`src/rtl/elapsed_counter_pkg.sv`:
```
// ----------------------------------------------------------------------------
// elapsed_counter_pkg
// Shared types and constants for the elapsed-time counter.
//   elap_state_t  : 2-bit controller state encoding (idle / waiting on timer)
//   *_MAX         : terminal value of each BCD digit before it wraps to 0
// ----------------------------------------------------------------------------
package elapsed_counter_pkg;

  typedef enum logic [1:0] {
    ELAP_IDLE_S = 2'd0,
    ELAP_WAIT_S = 2'd1
  } elap_state_t;

  localparam logic [3:0] ONES_MAX = 4'd9;
  localparam logic [3:0] TENS_MAX = 4'd5;

endpackage

```
`src/rtl/elapsed_counter_if.sv`:
```
// ----------------------------------------------------------------------------
// elapsed_counter_if
// Control and display bundle of the elapsed-time counter.
//   CLR, RUN, LAP, TMR_PULSE         : controls and timer expiry (master -> slave)
//   START_TMR, STOP_TMR              : timer re-arm / abort pulses (slave -> master)
//   SEC_ONES..MIN_TENS, HOURS        : displayed BCD digits (slave -> master)
//   LAP_ACTIVE, ROLLOVER             : display-freeze flag, wrap pulse
// Macro ELAPSED_HOURS_EN adds the HOURS digit.
// ----------------------------------------------------------------------------
interface elapsed_counter_if;

  logic       CLR;
  logic       RUN;
  logic       LAP;
  logic       TMR_PULSE;
  logic       START_TMR;
  logic       STOP_TMR;
  logic [3:0] SEC_ONES;
  logic [3:0] SEC_TENS;
  logic [3:0] MIN_ONES;
  logic [3:0] MIN_TENS;
`ifdef ELAPSED_HOURS_EN
  logic [3:0] HOURS;
`endif
  logic       LAP_ACTIVE;
  logic       ROLLOVER;

`ifdef ELAPSED_HOURS_EN
  modport master (
    output CLR, RUN, LAP, TMR_PULSE,
    input  START_TMR, STOP_TMR, SEC_ONES, SEC_TENS, MIN_ONES, MIN_TENS,
           HOURS, LAP_ACTIVE, ROLLOVER
  );
  modport slave (
    input  CLR, RUN, LAP, TMR_PULSE,
    output START_TMR, STOP_TMR, SEC_ONES, SEC_TENS, MIN_ONES, MIN_TENS,
           HOURS, LAP_ACTIVE, ROLLOVER
  );
`else
  modport master (
    output CLR, RUN, LAP, TMR_PULSE,
    input  START_TMR, STOP_TMR, SEC_ONES, SEC_TENS, MIN_ONES, MIN_TENS,
           LAP_ACTIVE, ROLLOVER
  );
  modport slave (
    input  CLR, RUN, LAP, TMR_PULSE,
    output START_TMR, STOP_TMR, SEC_ONES, SEC_TENS, MIN_ONES, MIN_TENS,
           LAP_ACTIVE, ROLLOVER
  );
`endif

endinterface

```
`src/rtl/elapsed_counter_bcd_digit.sv`:
```
// ----------------------------------------------------------------------------
// bcd_digit
// One decade of the live count; wraps from MAX_VAL back to 0.
//   CLK, RST_N : clock, asynchronous active-low reset
//   CLR        : synchronous clear (wins over INC)
//   INC        : advance by one this cycle
//   DIGIT      : registered digit value
//   CARRY      : combinational, INC while DIGIT == MAX_VAL
// ----------------------------------------------------------------------------
module bcd_digit #(
  parameter logic [3:0] MAX_VAL = 4'd9
) (
  input  logic       CLK,
  input  logic       RST_N,
  input  logic       CLR,
  input  logic       INC,
  output logic [3:0] DIGIT,
  output logic       CARRY
);

  logic [3:0] digit_q;
  logic [3:0] digit_d;

  assign CARRY = INC && (digit_q == MAX_VAL);
  assign DIGIT = digit_q;

  always_comb begin
    digit_d = digit_q;
    if (CLR) begin
      digit_d = 4'd0;
    end else if (INC) begin
      digit_d = (digit_q == MAX_VAL) ? 4'd0 : digit_q + 4'd1;
    end
  end

  always_ff @(posedge CLK or negedge RST_N) begin
    if (!RST_N) begin
      digit_q <= 4'd0;
    end else begin
      digit_q <= digit_d;
    end
  end

endmodule

```
`src/rtl/elapsed_counter.sv`:
```
// ----------------------------------------------------------------------------
// elapsed_counter
// Counts expiry pulses of a one-shot timer into a BCD mm:ss (or h:mm:ss)
// elapsed time and re-arms the timer after each expiry so it ticks
// periodically. Supports run/pause, clear and a lap (display freeze).
//   CLK, RST_N : clock, asynchronous active-low reset
//   bus        : elapsed_counter_if.slave (controls, timer handshake, display)
// Parameter TICKS_PER_SEC (1..255): timer pulses per one-second increment.
// Macro ELAPSED_HOURS_EN adds an HOURS digit; rollover moves to 9:59:59.
// ----------------------------------------------------------------------------
module elapsed_counter
  import elapsed_counter_pkg::*;
#(
  parameter logic [7:0] TICKS_PER_SEC = 8'd1
) (
  input  logic              CLK,
  input  logic              RST_N,
  elapsed_counter_if.slave  bus
);

  localparam logic [7:0] PRESCALE_MAX = TICKS_PER_SEC - 8'd1;

`ifdef ELAPSED_HOURS_EN
  localparam int DW = 20;
`else
  localparam int DW = 16;
`endif

  elap_state_t   state_q, state_d;
  logic [7:0]    prescale_q, prescale_d;
  logic [DW-1:0] disp_q, disp_d;
  logic [DW-1:0] live;
  logic          lap_active_q, lap_active_d;
  logic          start_q, start_d;
  logic          stop_q, stop_d;
  logic          rollover_q, rollover_d;
  logic          sec_inc;
  logic          c_so, c_st, c_mo, c_mt;
  logic          wrap;
  logic [3:0]    so, st, mo, mt;

  // Live count cascade: each digit advances when the one below carries.
  bcd_digit #(.MAX_VAL(ONES_MAX)) u_sec_ones (.CLK(CLK), .RST_N(RST_N), .CLR(bus.CLR), .INC(sec_inc), .DIGIT(so), .CARRY(c_so));
  bcd_digit #(.MAX_VAL(TENS_MAX)) u_sec_tens (.CLK(CLK), .RST_N(RST_N), .CLR(bus.CLR), .INC(c_so),    .DIGIT(st), .CARRY(c_st));
  bcd_digit #(.MAX_VAL(ONES_MAX)) u_min_ones (.CLK(CLK), .RST_N(RST_N), .CLR(bus.CLR), .INC(c_st),    .DIGIT(mo), .CARRY(c_mo));
  bcd_digit #(.MAX_VAL(TENS_MAX)) u_min_tens (.CLK(CLK), .RST_N(RST_N), .CLR(bus.CLR), .INC(c_mo),    .DIGIT(mt), .CARRY(c_mt));

`ifdef ELAPSED_HOURS_EN
  logic [3:0] hr;
  logic       c_hr;
  bcd_digit #(.MAX_VAL(ONES_MAX)) u_hours (.CLK(CLK), .RST_N(RST_N), .CLR(bus.CLR), .INC(c_mt), .DIGIT(hr), .CARRY(c_hr));
  assign live = {hr, mt, mo, st, so};
  assign wrap = c_hr;
  assign bus.HOURS = disp_q[19:16];
`else
  assign live = {mt, mo, st, so};
  assign wrap = c_mt;
`endif

  // Next-state logic: each timer expiry re-arms while RUN stays high.
  always_comb begin
    state_d = state_q;
    case (state_q)
      ELAP_IDLE_S: if (bus.RUN) state_d = ELAP_WAIT_S;
      ELAP_WAIT_S: if (!bus.RUN) state_d = ELAP_IDLE_S;
      default:     state_d = ELAP_IDLE_S;
    endcase
    if (bus.CLR) state_d = ELAP_IDLE_S;
  end

  // Output / datapath logic. A pulse arriving with RUN low is still counted;
  // STOP_TMR is only needed when abandoning a timer interval still in flight.
  always_comb begin
    start_d    = 1'b0;
    stop_d     = 1'b0;
    sec_inc    = 1'b0;
    prescale_d = prescale_q;
    case (state_q)
      ELAP_IDLE_S: start_d = bus.RUN;
      ELAP_WAIT_S: begin
        if (bus.TMR_PULSE) begin
          start_d = bus.RUN;
          if (prescale_q == PRESCALE_MAX) begin
            prescale_d = 8'd0;
            sec_inc    = 1'b1;
          end else begin
            prescale_d = prescale_q + 8'd1;
          end
        end else begin
          stop_d = !bus.RUN;
        end
      end
      default: ;
    endcase
    rollover_d   = wrap;
    lap_active_d = lap_active_q ^ bus.LAP;
    // Freeze decision uses the post-LAP flag so un-freezing shows live at once.
    disp_d       = lap_active_d ? disp_q : live;
    if (bus.CLR) begin
      start_d      = 1'b0;
      stop_d       = 1'b0;
      sec_inc      = 1'b0;
      prescale_d   = 8'd0;
      rollover_d   = 1'b0;
      lap_active_d = 1'b0;
      disp_d       = '0;
    end
  end

  always_ff @(posedge CLK or negedge RST_N) begin
    if (!RST_N) begin
      state_q      <= ELAP_IDLE_S;
      prescale_q   <= 8'd0;
      disp_q       <= '0;
      lap_active_q <= 1'b0;
      start_q      <= 1'b0;
      stop_q       <= 1'b0;
      rollover_q   <= 1'b0;
    end else begin
      state_q      <= state_d;
      prescale_q   <= prescale_d;
      disp_q       <= disp_d;
      lap_active_q <= lap_active_d;
      start_q      <= start_d;
      stop_q       <= stop_d;
      rollover_q   <= rollover_d;
    end
  end

  assign bus.START_TMR  = start_q;
  assign bus.STOP_TMR   = stop_q;
  assign bus.ROLLOVER   = rollover_q;
  assign bus.LAP_ACTIVE = lap_active_q;
  assign bus.SEC_ONES   = disp_q[3:0];
  assign bus.SEC_TENS   = disp_q[7:4];
  assign bus.MIN_ONES   = disp_q[11:8];
  assign bus.MIN_TENS   = disp_q[15:12];

endmodule

```
`src/flat_wrapper.sv`:
```
// flat-port wrapper written by rule: the top's interface ports become plain ports
module elapsed_counter_flat import elapsed_counter_pkg::*;
#(
  parameter logic [7:0] TICKS_PER_SEC = 8'd1
)
  (CLK, RST_N, bus_CLR, bus_RUN, bus_LAP, bus_TMR_PULSE, bus_START_TMR, bus_STOP_TMR, bus_SEC_ONES, bus_SEC_TENS, bus_MIN_ONES, bus_MIN_TENS, bus_LAP_ACTIVE, bus_ROLLOVER);
  elapsed_counter_if bus_i ();
  input  logic CLK;
  input  logic RST_N;
  input wire logic [$bits(bus_i.CLR)-1:0] bus_CLR;
  input wire logic [$bits(bus_i.RUN)-1:0] bus_RUN;
  input wire logic [$bits(bus_i.LAP)-1:0] bus_LAP;
  input wire logic [$bits(bus_i.TMR_PULSE)-1:0] bus_TMR_PULSE;
  output wire logic [$bits(bus_i.START_TMR)-1:0] bus_START_TMR;
  output wire logic [$bits(bus_i.STOP_TMR)-1:0] bus_STOP_TMR;
  output wire logic [$bits(bus_i.SEC_ONES)-1:0] bus_SEC_ONES;
  output wire logic [$bits(bus_i.SEC_TENS)-1:0] bus_SEC_TENS;
  output wire logic [$bits(bus_i.MIN_ONES)-1:0] bus_MIN_ONES;
  output wire logic [$bits(bus_i.MIN_TENS)-1:0] bus_MIN_TENS;
  output wire logic [$bits(bus_i.LAP_ACTIVE)-1:0] bus_LAP_ACTIVE;
  output wire logic [$bits(bus_i.ROLLOVER)-1:0] bus_ROLLOVER;
  assign bus_i.CLR = bus_CLR;
  assign bus_i.RUN = bus_RUN;
  assign bus_i.LAP = bus_LAP;
  assign bus_i.TMR_PULSE = bus_TMR_PULSE;
  assign bus_START_TMR = bus_i.START_TMR;
  assign bus_STOP_TMR = bus_i.STOP_TMR;
  assign bus_SEC_ONES = bus_i.SEC_ONES;
  assign bus_SEC_TENS = bus_i.SEC_TENS;
  assign bus_MIN_ONES = bus_i.MIN_ONES;
  assign bus_MIN_TENS = bus_i.MIN_TENS;
  assign bus_LAP_ACTIVE = bus_i.LAP_ACTIVE;
  assign bus_ROLLOVER = bus_i.ROLLOVER;
  elapsed_counter #(.TICKS_PER_SEC(TICKS_PER_SEC)) u_core (.CLK(CLK), .RST_N(RST_N), .bus(bus_i));
endmodule
```
`config.mk`:
```
export PLATFORM = sky130hd
export DESIGN_NAME = elapsed_counter_flat
export DESIGN_NICKNAME = d
export VERILOG_FILES = /design/src/rtl/elapsed_counter_pkg.sv /design/src/rtl/elapsed_counter_if.sv /design/src/rtl/elapsed_counter_bcd_digit.sv /design/src/rtl/elapsed_counter.sv /design/src/flat_wrapper.sv
export SDC_FILE = /design/constraint.sdc
export NUM_CORES = 1
export LEC_CHECK = 0
export CAP_MARGIN = 20
export CORE_ASPECT_RATIO = 1.4
export CORE_MARGIN = 5
export CORE_UTILIZATION = 28
export CTS_BUF_LIST = sky130_fd_sc_hd__clkbuf_4 sky130_fd_sc_hd__clkbuf_8
export DETAILED_ROUTE_END_ITERATION = 10
export SLEW_MARGIN = 20
export SYNTH_ARGS = -nofsm -noshare
export SYNTH_HDL_FRONTEND = slang
export SYNTH_SLANG_ARGS = --single-unit
export TNS_END_PERCENT = 20
```
`constraint.sdc`:
```
create_clock -name CLK -period 2.1 [get_ports CLK]
set_input_delay 0.42 -clock CLK [delete_from_list [all_inputs] [get_ports CLK]]
set_output_delay 0.42 -clock CLK [all_outputs]
set_load 0.02 [all_outputs]
```
-- Word-level counts from Yosys, hierarchy flattened
Cells that the tools add are included.
- $add $sub $neg: 5
- multipliers: 0
- divide/modulo/power cells: 0
- $lt $le $gt $ge: 0
- equality and inequality tests: 8
- shift-type cells: 0
- mux-type cells: 34
- bitwise logic cells: 1
- reduce and logical (&&, ||, !) cells: 15
- operators by type and width (cell ; number):
    4-bit two-way mux ; 12
    16-bit two-way mux ; 2
    8-bit two-way mux ; 4
    4-bit by 1-bit adder with 4-bit output, second input constant ; 4
    2-bit nonzero test ; 6
    1-bit two-way mux ; 11
    8-bit by 1-bit adder with 8-bit output, second input constant ; 1
    4-bit by 3-bit == test with 1-bit output, second input constant ; 2
    4-bit == test, second input constant ; 2
    8-bit zero test ; 1
    2-bit two-way mux ; 3
    3-bit inequality test, second input constant ; 2
    1-bit logical AND ; 4
    2-bit one-hot mux with 2 select lines ; 1
    2-bit AND reduction ; 2
    2-bit by 1-bit == test with 1-bit output, second input constant ; 1
    2-bit zero test ; 1
    2-bit inequality test, second input constant ; 1
    1-bit one-hot mux with 2 select lines ; 1
    1-bit zero test ; 1
    1-bit bitwise XOR ; 1
- register bits after elaboration: 46
- latch bits: 0
- memory bits (writable): 0
- bits in read-only memories: 0
- input bits: 6
- memories kept: 0

-- Depth between registers and ports, before layout
- depth after elaboration: 10
- depth in mapped cells: 7
- gate-level depth less buffers: 6

-- Modules after synthesis
A second synthesis with hierarchy kept.
- cells, all modules: 228
- area total of the unflattened synthesis: 2290.9 um2
- modules (own cells, without submodules) (module ; times used ; cells each ; area an instance (um2)):
    elapsed_counter ; 1 ; 130 ; 1345.0
    bcd_digit (u_core.u_min_ones ...) ; 2 ; 26 ; 241.5
    bcd_digit (u_core.u_min_tens ...) ; 2 ; 23 ; 231.5

-- Worst setup path after synthesis
Ideal clock, no wire load.
- path type: register to register
- start point: reg u_core.prescale_q[0]
- end point: reg u_core.u_min_ones.digit_q[3], in the netlist u_core.u_min_ones.DIGIT[3]
- library setup time: 0.077 ns
- data arrival time: 1.699 ns
- data required time: 2.023 ns
- setup slack: 0.324 ns
- stages on the path, launching flop included: 7
- path buffers: 0
- clock period less this slack: 1.776 ns
- path through: dfrtp_1 > inv_1 > ha_1 > nor4b_4 > nand2_1 > or4_1 > a21oi_1
- longest elaborated chain between the ends: 8
- ends and longest elaborated chain (element ; line ; RTL):
    start: declaration ; elapsed_counter.sv:30 ; logic [7:0] prescale_q, prescale_d;
    start signal: assignment ; elapsed_counter.sv:121 ; prescale_q <= prescale_d;
    8-bit zero test ; elapsed_counter.sv:83 ; if (prescale_q == PRESCALE_MAX) begin
    1-bit two-way mux ; elapsed_counter.sv:83 ;
    1-bit two-way mux ; elapsed_counter.sv:81 ; if (bus.TMR_PULSE) begin
    1-bit two-way mux ; elapsed_counter.sv:78 ; case (state_q)
    1-bit two-way mux ; elapsed_counter.sv:99 ; if (bus.CLR) begin
    1-bit logical AND (2 in a row) ; elapsed_counter_bcd_digit.sv:24 ; assign CARRY = INC && (digit_q == MAX_VAL);
    2-bit nonzero test (no source line) ; - ;
    end signal: assignment ; elapsed_counter_bcd_digit.sv:40 ; digit_q <= digit_d;
    end: declaration ; elapsed_counter_bcd_digit.sv:21 ; logic [3:0] digit_q;
No other way between the ends.
A chain may end at the register's enable or synchronous reset.

-- Final worst setup path
- start point: reg u_core.u_sec_ones.digit_q[1], in the netlist u_core.u_sec_ones.DIGIT[1]
- end point: reg u_core.u_min_ones.digit_q[1], in the netlist u_core.u_min_ones.DIGIT[1]
- longest elaborated chain between the ends: 4
- ends and longest elaborated chain (element ; line):
    start: declaration ; elapsed_counter_bcd_digit.sv:21
    start signal: assignment ; elapsed_counter_bcd_digit.sv:40
    4-bit == test ; elapsed_counter_bcd_digit.sv:24
    1-bit logical AND (2 in a row) ; elapsed_counter_bcd_digit.sv:24
    2-bit nonzero test (no source line) ; -
No other way between the ends.

==> results.md <==
Global route:
- The first-pass GRT wire length is between 8 and 9 mm.
- Global routing used roughly 11% of the available tracks.
- The number of antenna violations at the first check in global routing came to 0.
- Entering global routing, the biggest net connects 46 pins.
- The number of global-route vias before repair was about 1900.
- Global routing finished with a remaining overflow of 0.

Synth:
- After synthesis the netlist holds a flip-flop and latch count of 45.
- In the synthesized netlist, the number of instances is 236.
- A synthesized cell averages ~9.6 um2.
- Sorting the synthesized cells by area gives the leading types as sky130_fd_sc_hd__dfrtp_1, sky130_fd_sc_hd__nand2_1, sky130_fd_sc_hd__a21oi_1.
- The commonest register cell after synthesis is sky130_fd_sc_hd__dfrtp_1.
- Summing every instance area after synthesis gives 2267 um2.
- The count of flip-flops with a built-in enable after synthesis is 0.
- The fraction of synthesized cell area taken by the top area cell type is about 50%.
- The most used standard cell by instance count after synthesis is sky130_fd_sc_hd__nand2_1.
- Sequential elements use around 50% of the synthesized area.
- The netlist uses just over 40 different library cells.
- The Yosys step of the flow raised 0 warnings.
- Synthesis produced a netlist with a net count of around 250.
- The largest total area in the synthesized netlist belongs to sky130_fd_sc_hd__dfrtp_1.
- The commonest cells after synthesis are sky130_fd_sc_hd__nand2_1, sky130_fd_sc_hd__dfrtp_1, sky130_fd_sc_hd__a21oi_1.
- After synthesis, the share of flip-flops with an asynchronous set or reset is 100.0%.

Floorplanning:
- The die area is roughly 10000 um2.
- The die is 116.5 um tall.
- The placeable core region is about 7800 um2.
- The initialized floorplan defines 38 standard-cell rows.
- The die width is ~86 um.
- Pin placement for this block handled 26 I/O pins.
- Once the floorplan was initialized, standard cells occupied 28.90% of the core.

Timing:
- The number of pins with negative max-slew slack in the final report is 0.
- The worst-case clock skew is ~4.3 ps.
- The worst slew margin relative to its limit is 60.15%.
- For the final routed database, the setup TNS stands at 0 ps.
- Setup violations remaining at the end of the flow were counted as 0.
- Setup repair after global routing left no endpoint under its margin.
- The final critical path time including I/O delays and setup is roughly 1900 ps.
- The hold violation count in the final report is 0.
- The transition time at the pin with the least slew margin is roughly 600 ps.
- In the finished design, the share of the clock period the worst path needs comes to slightly below 90%.
- Based on the critical path, the design can be clocked at up to around 530 MHz.

CTS:
- The H-tree generated during clock tree synthesis spans 2 levels.
- The clock input transition at the sequential cells of the worst setup and hold paths is ~80 ps.
- The total CTS buffers is 5.
- Post-CTS timing repair inserted 0 buffers for setup.
- The number of gates resized after CTS was 0.
- The count of hold-fix buffers inserted at cts is 0.
- TritonCTS built the clock tree.
- The number of clock sinks seen by CTS is between 40 and 50.
- Clock latency on the worst-skew pair, taken at its later pin, is 290 ps.
- The number of buffers between clock root and the deepest sink is 2.
- Clock tree synthesis selected as its root buffer the cell sky130_fd_sc_hd__clkbuf_8.

Power and ir drop:
- The total power is between 1500 and 2000 uW.
- Of the total power, the share spent switching nets is 23.79%.
- The portion of total power attributed to combinational logic is about 7.4%.
- The clock network accounts for ~37% of the total power.
- The net switching component of the power is about 380 uW.
- The portion of total power attributed to sequential cells is 55.4%.
- Dividing total power by cell area gives a power density of approximately 560 nW/um2.
- The internal portion of the total power is 1207 uW.
- VDD sags by at most approximately 0.31 mV.
- The leakage power summed over all cells is about 0.0012 uW.

Layout:
- After routing the design area is between 2000 and 3000 um2.
- The register area is between 1000 and 1500 um2.
- The end-of-flow core utilization is 35.82%.
- Relative to the synthesized area, the layout overhead comes to 23.95%.
- The layout has a little over 800 filler cells.
- The area occupied by multi-input gates is between 1000 and 1500 um2.
- The number of nets in the layout is around 290.
- The count of non-filler cells in the finished layout is around 380.
- The post-route netlist has 10.51% of its cells at a drive strength greater than 1.
- The number of antenna repair diodes is 0.

Placement:
- The detailed-placement wirelength estimate is between 3 and 4 mm.
- Routability-driven placement finished with a final weighted congestion of just under 0.8.
- The post-placement cell area is about 2700 um2.
- The count of buffers added on input and output ports is 25.
- The number of cells in the design after placement is roughly 370.

Worst setup path:
- The critical path in this run is classified as flip-flop to flip-flop.
- The arrival time of data at the critical path endpoint is ~2100 ps.
- The critical-path maximum fanout is 6.
- The critical path's largest stage delay is about 540 ps.
- The number of buffers and inverters on the critical path is 1.
- The kind of start point of the critical path is a flip-flop.
- The element type at the critical path end is a flip-flop.
- The cell with the biggest individual delay on the critical path is sky130_fd_sc_hd__or4_1.
- At the worst endpoint, the required time is roughly 2300 ps.
- The critical path goes through inv_1, ha_1, and4bb_2, nand3_1, or4_1, a21oi_1.
- The kind of cell with the highest combined delay along the critical path is simple AND/OR/NAND/NOR gates.

Route:
- The detailed-routing iteration count for the pre-antenna-repair pass is 4.
- The violation count after the first detailed-route iteration is between 70 and 80.
- The remaining antenna violation count is 0.
- After detailed routing, the number of remaining DRC violations is 0.
- Dividing the detail-routed wire length by the instance count gives approximately 13 um.
- After detailed routing, the total wire length is approximately 5.0 mm.
- The detail-routed via count per cell is slightly below 5.
- Detailed routing inserted a total of between 1500 and 2000 vias.

Hold path:
- The class of the tightest hold or removal check is input pin to asynchronous set/reset pin.

Run:
- The number of max-cap violations is 0.

Run status:
- The flow ran to the end, and the final reports show no timing, DRC or antenna violations.
[path summary, 6_finish.rpt]
path                                       startpoint                          to  slack [ps]  cells past startpoint
max reg2reg                u_core.u_sec_ones.DIGIT[1]  u_core.u_min_ones.DIGIT[1]         230                      6
min                                             RST_N            u_core.disp_q[5]         210                      2
max                        u_core.u_sec_ones.DIGIT[1]  u_core.u_min_ones.DIGIT[1]         230                      6
min in group CLK                    u_core.disp_q[13]           u_core.disp_q[13]         520                      2
min reg2reg                         u_core.disp_q[13]           u_core.disp_q[13]         520                      2
max in group asynchronous                       RST_N            u_core.disp_q[9]        1480                      2
[power by group through the flow]
stage	Combinational [uW]	Clock (uW)	Sequential, uW
floorplan	51.7	0	900
global placement	121	0	895
detailed placement	122	0	895
CTS	122	613	878
global route	133	658	880
finish	118	588	878
[metal layers]
layer,global-route usage [%],part of all wire (%),routed length (um)
met5,0,0,0
met4,4.118,1.8,87
met2,19.76,54,2681
met1,11.92,41,2014
met3,2.682,3.5,171
[metrics by stage]
stage	setup WS [ps]	hold slack, ps
2_1_floorplan	323.7	124.4
3_3_place_gp	11.35	512.5
3_5_place_dp	-12.23	515.7
4_1_cts	230.1	234.4
5_1_grt	102.3	259.0
6_report	227.8	207.4
[state kept, by name, summed over array words and instances, names as in the netlist]
| register | flops |
|---|---|
| u_core.bus.STOP_TMR | 1 |
| u_core.u_sec_ones.DIGIT | 4 |
| u_core.u_min_ones.DIGIT | 4 |
| u_core.bus.ROLLOVER | 1 |
| u_core.prescale_q | 8 |
| u_core.state_q | 1 |
| u_core.bus.START_TMR | 1 |
| u_core.u_min_tens.DIGIT | 4 |
| u_core.bus.LAP_ACTIVE | 1 |
| u_core.u_sec_tens.DIGIT | 4 |
| u_core.disp_q | 16 |
[cell families after synthesis]
| logic type | count (synthesis) | share of synthesized area, % |
|---|---|---|
| compound gates | 49 | 12.80 |
| xor+xnor | 7 | 2.704 |
| fa+ha+maj | 10 | 5.519 |
| buf+inv | 17 | 3.311 |
| flops | 45 | 49.67 |
| mux | 2 | 0.8830 |
| simple gates | 106 | 25.11 |
[final cells by class]
cell class                 instances  share of cell area, %
timing repair buffer              40                  12.73
multi-input combinational        174                  37.93
clock inverter                     1                 0.1781
clock buffer                       7                  3.428
inverter                           9                  1.202
tap                              100                  4.452
sequential                        45                  40.07
[cell usage in the layout, fill, tap and decap left out, types with 2 or more instances in the layout]
cell	netlist	layout
sky130_fd_sc_hd__dfrtp_1	45	45
sky130_fd_sc_hd__a21oi_1	27	27
sky130_fd_sc_hd__mux2i_1	2	2
sky130_fd_sc_hd__nor2_1	10	10
sky130_fd_sc_hd__inv_1	9	9
sky130_fd_sc_hd__o21ai_0	6	6
sky130_fd_sc_hd__nand4_1	5	5
sky130_fd_sc_hd__nor3_1	3	3
sky130_fd_sc_hd__nor4b_1	2	2
sky130_fd_sc_hd__and3b_1	4	4
sky130_fd_sc_hd__and2_2	2	2
sky130_fd_sc_hd__clkdlybuf4s50_1	0	24
sky130_fd_sc_hd__or3_1	3	3
sky130_fd_sc_hd__xnor2_1	4	4
sky130_fd_sc_hd__ha_1	10	10
sky130_fd_sc_hd__and3_1	2	2
sky130_fd_sc_hd__clkbuf_8	0	7
sky130_fd_sc_hd__nand3_1	11	11
sky130_fd_sc_hd__o31ai_1	5	5
sky130_fd_sc_hd__nor2b_1	6	6
sky130_fd_sc_hd__or4_1	3	3
sky130_fd_sc_hd__a211o_1	3	3
sky130_fd_sc_hd__buf_4	0	15
sky130_fd_sc_hd__nand2_1	46	46
sky130_fd_sc_hd__xor2_1	3	3
sky130_fd_sc_hd__a21o_1	3	3
No activity file was read; power rests on OpenSTA's default activity.
